$ cat src/rtl/ccff_bitstream_loader.sv
// Serialises a valid/ready stream of bitstream words onto the configuration chain head (MSB first).
// Optional CRC-16-CCITT check of the shifted bits is enabled by defining CCFF_CRC_EN.
module ccff_bitstream_loader #(
    parameter int unsigned CHAIN_LEN = 64,
    parameter int unsigned WORD_W    = 8
) (
    input  logic              prog_clk,
    input  logic              pReset,
    input  logic              start,
    input  logic [WORD_W-1:0] data_in,
    input  logic              data_valid,
    output logic              data_ready,
    output logic              ccff_head,
    output logic              ccff_shift_en,
    output logic              busy,
    output logic              done,
    output logic              crc_err
);

    localparam int unsigned CNT_W = $clog2(CHAIN_LEN + 1);
    localparam int unsigned SL_W  = $clog2(WORD_W + 1);

`ifdef CCFF_CRC_EN
    localparam int unsigned CRC_WORDS = (16 + WORD_W - 1) / WORD_W;
    localparam int unsigned CRC_CW    = $clog2(CRC_WORDS + 1);
    localparam int unsigned ACC_W     = CRC_WORDS * WORD_W;

    typedef enum logic [2:0] {S_IDLE, S_FETCH, S_SHIFT, S_DONE, S_CRC_FETCH} state_t;
`else
    typedef enum logic [1:0] {S_IDLE, S_FETCH, S_SHIFT, S_DONE} state_t;
`endif

    state_t              state_q;
    logic [CNT_W-1:0]    cnt_q;
    logic [CNT_W-1:0]    cnt_d;
    logic [SL_W-1:0]     slice_q;
    logic [SL_W-1:0]     slice_d;
    logic [WORD_W-1:0]   shreg_q;
    logic [WORD_W-1:0]   shreg_d;
    logic                last_bit;
    int unsigned         remain;

`ifdef CCFF_CRC_EN
    logic [15:0]         crc_q;
    logic [15:0]         crc_d;
    logic [ACC_W-1:0]    acc_q;
    logic [ACC_W-1:0]    acc_d;
    logic [CRC_CW-1:0]   crc_cnt_q;
    logic                crc_last;
    logic                crc_err_q;
`endif

    // Next-value helpers; slice length clips the final word to the bits still owed to the chain
    always_comb begin
        remain   = CHAIN_LEN - 32'(cnt_q);
        slice_d  = (remain >= WORD_W) ? SL_W'(WORD_W) : SL_W'(remain);
        cnt_d    = cnt_q + CNT_W'(1);
        shreg_d  = WORD_W'({shreg_q, 1'b0});
        last_bit = (cnt_q == CNT_W'(CHAIN_LEN - 1));
`ifdef CCFF_CRC_EN
        crc_d    = {crc_q[14:0], 1'b0} ^ ((crc_q[15] ^ shreg_q[WORD_W-1]) ? 16'h1021 : 16'h0000);
        acc_d    = ACC_W'({acc_q, data_in});
        crc_last = (crc_cnt_q == CRC_CW'(CRC_WORDS - 1));
`endif
    end

    always_ff @(posedge prog_clk) begin
        if (pReset) begin
            state_q   <= S_IDLE;
            cnt_q     <= '0;
            slice_q   <= '0;
            shreg_q   <= '0;
`ifdef CCFF_CRC_EN
            crc_q     <= 16'hFFFF;
            acc_q     <= '0;
            crc_cnt_q <= '0;
            crc_err_q <= 1'b0;
`endif
        end else begin
            case (state_q)
                S_IDLE, S_DONE: begin
                    if (start) begin
                        state_q   <= S_FETCH;
                        cnt_q     <= '0;
`ifdef CCFF_CRC_EN
                        crc_q     <= 16'hFFFF;
                        acc_q     <= '0;
                        crc_cnt_q <= '0;
                        crc_err_q <= 1'b0;
`endif
                    end
                end
                S_FETCH: begin
                    if (data_valid) begin
                        shreg_q <= data_in;
                        slice_q <= slice_d;
                        state_q <= S_SHIFT;
                    end
                end
                S_SHIFT: begin
                    shreg_q <= shreg_d;
                    cnt_q   <= cnt_d;
                    slice_q <= slice_q - SL_W'(1);
`ifdef CCFF_CRC_EN
                    crc_q   <= crc_d;
`endif
                    if (last_bit) begin
`ifdef CCFF_CRC_EN
                        state_q <= S_CRC_FETCH;
`else
                        state_q <= S_DONE;
`endif
                    end else if (slice_q == SL_W'(1)) begin
                        state_q <= S_FETCH;
                    end
                end
`ifdef CCFF_CRC_EN
                // Expected CRC arrives MSB word first; compare once the last word lands
                S_CRC_FETCH: begin
                    if (data_valid) begin
                        acc_q     <= acc_d;
                        crc_cnt_q <= crc_cnt_q + CRC_CW'(1);
                        if (crc_last) begin
                            crc_err_q <= (16'(acc_d) != crc_q);
                            state_q   <= S_DONE;
                        end
                    end
                end
`endif
                default: state_q <= S_IDLE;
            endcase
        end
    end

    // Chain-facing outputs decode registered state only
    assign ccff_shift_en = (state_q == S_SHIFT);
    assign ccff_head     = (state_q == S_SHIFT) & shreg_q[WORD_W-1];
    assign done          = (state_q == S_DONE);

`ifdef CCFF_CRC_EN
    assign data_ready = (state_q == S_FETCH) || (state_q == S_CRC_FETCH);
    assign busy       = (state_q == S_FETCH) || (state_q == S_SHIFT) || (state_q == S_CRC_FETCH);
    assign crc_err    = crc_err_q;
`else
    assign data_ready = (state_q == S_FETCH);
    assign busy       = (state_q == S_FETCH) || (state_q == S_SHIFT);
    assign crc_err    = 1'b0;
`endif

endmodule

$ cat config.mk
export PLATFORM = sky130hd
export DESIGN_NAME = ccff_bitstream_loader
export DESIGN_NICKNAME = d
export VERILOG_FILES = /design/src/rtl/ccff_bitstream_loader.sv
export SDC_FILE = /design/constraint.sdc
export NUM_CORES = 1
export LEC_CHECK = 0
export BUFFER_PORTS_ARGS = -buffer_cell sky130_fd_sc_hd__buf_2
export CORE_UTILIZATION = 50
export CTS_CLUSTER_SIZE = 40
export DETAILED_ROUTE_END_ITERATION = 10
export PLACE_DENSITY = 0.82
export REMOVE_ABC_BUFFERS = 1
export SLEW_MARGIN = 20
export SYNTH_ARGS = -nofsm -noshare
export SYNTH_HDL_FRONTEND = slang
export SYNTH_SLANG_ARGS = --single-unit
export TNS_END_PERCENT = 50
$ cat constraint.sdc
create_clock -name prog_clk -period 1.95 [get_ports prog_clk]
set_clock_uncertainty 0.15 [all_clocks]
set_input_delay 0.39 -clock prog_clk [delete_from_list [all_inputs] [get_ports prog_clk]]
set_output_delay 0.39 -clock prog_clk [all_outputs]
set_load 0.01 [all_outputs]
==> flow_summary.toml <==
[status]
status = "finished, final reports clean"

[synthesis]
synth_most_common_cell = "dfxtp_1"
yosysTopAreaCell = "dfxtp_1"
syn_inst = 142
yosysTopAreaCellShare = 0.3439
avgSynthCellArea_um2 = 8.609
ys_async_sr_fraction = 0
ys_types = 37
synthTopCellsByCount = "dfxtp_1, nor2_1, mux2i_1"
synth-edff-count = 0
synth_area_leaders = "dfxtp_1, ha_1, mux2i_1, a211oi_1, nor2_1"
syn_area_um2 = 1222
ys_ff_latch = 21
yosysSeqAreaShare = 0.3439
ys.warnings.count = 0
synth_ff_type = "dfxtp_1"

[power_and_ir_drop]
power_mw = 1.399
peakVddDrop_uv = 623.6
power_density_nw_per_um2 = 1002
p_leak_nw = 0.5327

[setup_path]
cp-end-kind = "primary output"
arrival_ns = 1.32
r2r-end = "state_q[0]$_SDFFE_PP0P_"
rr_worst_depth = 5
crit-reg2reg-launch = "cnt_q[0]$_SDFFE_PP0P_"
worst-path-max-fanout = 8
start_kind = "flop"
crit_type = "reg2out"
crit_end = "ccff_head"
startpoint = "state_q[0]$_SDFFE_PP0P_"
rrSetupSlack_ns = 0.10
critPathRequiredTime_ns = 1.41

[clock_network]
clockRootBuffer = "clkbuf_4"
cts.sinks = 21
clockBufferDepth = 2
clkLatencyLatePin_ns = 0.31
cts_made_buffers = 3
htreeDepth = 1
cts_tree = "built"
path_clk_slew_ns = 0.12
postCtsSetupBuffers = 0
cts_hold_buf = 0

[place]
dp_hpwl_um = 1786
gp_congestion = 0.8411
portBuffers = 16
pre_cts_ws_ns = 0.06777

[floorplan]
floorplan.initialDensity = 0.5422
num_rows = 17
die_w_um = 51.45
core-area_um2 = 2255
pin_count = 18
die_h_um = 51.45
die_area_um2 = 2647

[grt]
grt_use_total = 0.2055
grt_pass1_vias = 973
grt_max_degree = 22
antenna_found_initial = 0
grt-ovfl-total = 0
grt_first_pass_wirelength_um = 4064

[cells_and_area]
fill_cells = 218
final_util = 0.6193
layout.area.seq_um2 = 425.4
nets = 184
num_antenna_cells = 0
syn_to_final_growth_pct = 14.23
multi_input_area_um2 = 749.5
drive_gt1_frac = 0.2160

[routing]
routed_wl_um = 2451
dr_total_vias = 1046
drtPass1Iterations = 4
avgRoutedWirePerCell_um = 12.90
drt_first_iter_violations = 45
antenna_left = 0
drc = 0
viasPerCell = 5.505

[timing]
finalSetupTns_ns = 0
finalSetupViolCount = 0
finalMaxSlewViolations = 0
max_freq_mhz = 537.0
period_share = 0.9549
hold_viol_final = 0
fin_ws_ns = 0.08796
min_period_ns = 1.862

[worst_hold_path]
hp-start = "data_in[6]"
hp-class = "in2reg"

[job]
cap_violations = 0
## how the worst min path moves through the flow
stage	to	slack, ns	cells after the start
CTS	shreg_q[6]$_SDFFE_PP0P_	0.25	3
detailed placement	shreg_q[0]$_SDFFE_PP0P_	0.34	2
finish	shreg_q[6]$_SDFFE_PP0P_	0.25	3
global placement	shreg_q[0]$_SDFFE_PP0P_	0.33	2
global route	shreg_q[4]$_SDFFE_PP0P_	0.25	3
floorplan	cnt_q[0]$_SDFFE_PP0P_	0.31	1
## area by class of cell
| cell class | count | share of cell area |
|---|---|---|
| well taps | 28 | 0.02509 |
| multi-input cells | 106 | 0.5367 |
| inverters | 9 | 0.02419 |
| flip-flops and latches | 21 | 0.3047 |
| repair buffers | 22 | 0.08961 |
| clock inverters | 1 | 0.003584 |
| clock buffers | 3 | 0.01613 |
## placed cells by master (no fill, tap or decap), types with 3 or more instances in the layout
cell type	instances
a211oi_1	9
a21oi_1	4
buf_2	16
buf_4	6
clkbuf_4	3
dfxtp_1	17
dfxtp_2	4
ha_1	8
inv_1	8
mux2i_1	11
nand2_1	7
nand2b_1	4
nor2_1	17
nor2b_1	4
nor3_1	5
o21ai_0	8
xnor2_1	3
## per-layer routing
metal / share of wire / up-vias / global-route usage
met1: 0.49 / 485 / 0.2659
li1: - / 538 / -
met4: 0.014 / 0 / 0.1081
met5: 0 / - / 0
met3: 0.025 / 5 / 0.03571
met2: 0.47 / 18 / 0.3225
## logic make-up after synthesis
| logic type | synth area share |
|---|---|
| AO/OA/AOI/OAI | 0.1638 |
| XOR/XNOR | 0.02866 |
| adder cells (fa/ha/maj) | 0.09212 |
| buffers and inverters | 0.05321 |
| flip-flops | 0.3439 |
| multiplexers | 0.09929 |
| other | 0.003068 |
| AND/OR/NAND/NOR | 0.2160 |
## where the power goes
part           leakage [nW]  internal (mW)  switching (mW)  total, mW
combinational         0.342          0.273           0.323      0.596
clock                0.0177         0.0766           0.143      0.219
sequential            0.173          0.523          0.0613      0.584
## timing repair
item,in CTS,in global routing
endpoints found under the setup margin,1,2
pin swaps,0,1
gates resized for setup,2,5
## per-stage QoR
| stage | cells | hold slack [ns] | cell area [µm²] |
|---|---|---|---|
| after floorplan | 136 | 0.3091 | 1191 |
| after global placement | 186 | 0.3298 | 1351 |
| after detailed placement | 186 | 0.3367 | 1351 |
| after CTS | 190 | 0.2519 | 1391 |
| after global routing | 190 | 0.2522 | 1396 |
| final | 190 | 0.2529 | 1396 |
## state kept, by name, indices dropped and copies added, names as in the netlist
name and cells:
slice_q 4, cnt_q 7, shreg_q 8, state_q 2
## worst max-delay path: stages, from the launching register on
cell and delay, ns:
dfxtp_2 0.35, inv_2 0.04, ha_4 0.18, buf_4 0.16, and2_1 0.14, buf_2 0.13
No activity file was read; power rests on OpenSTA's default activity.
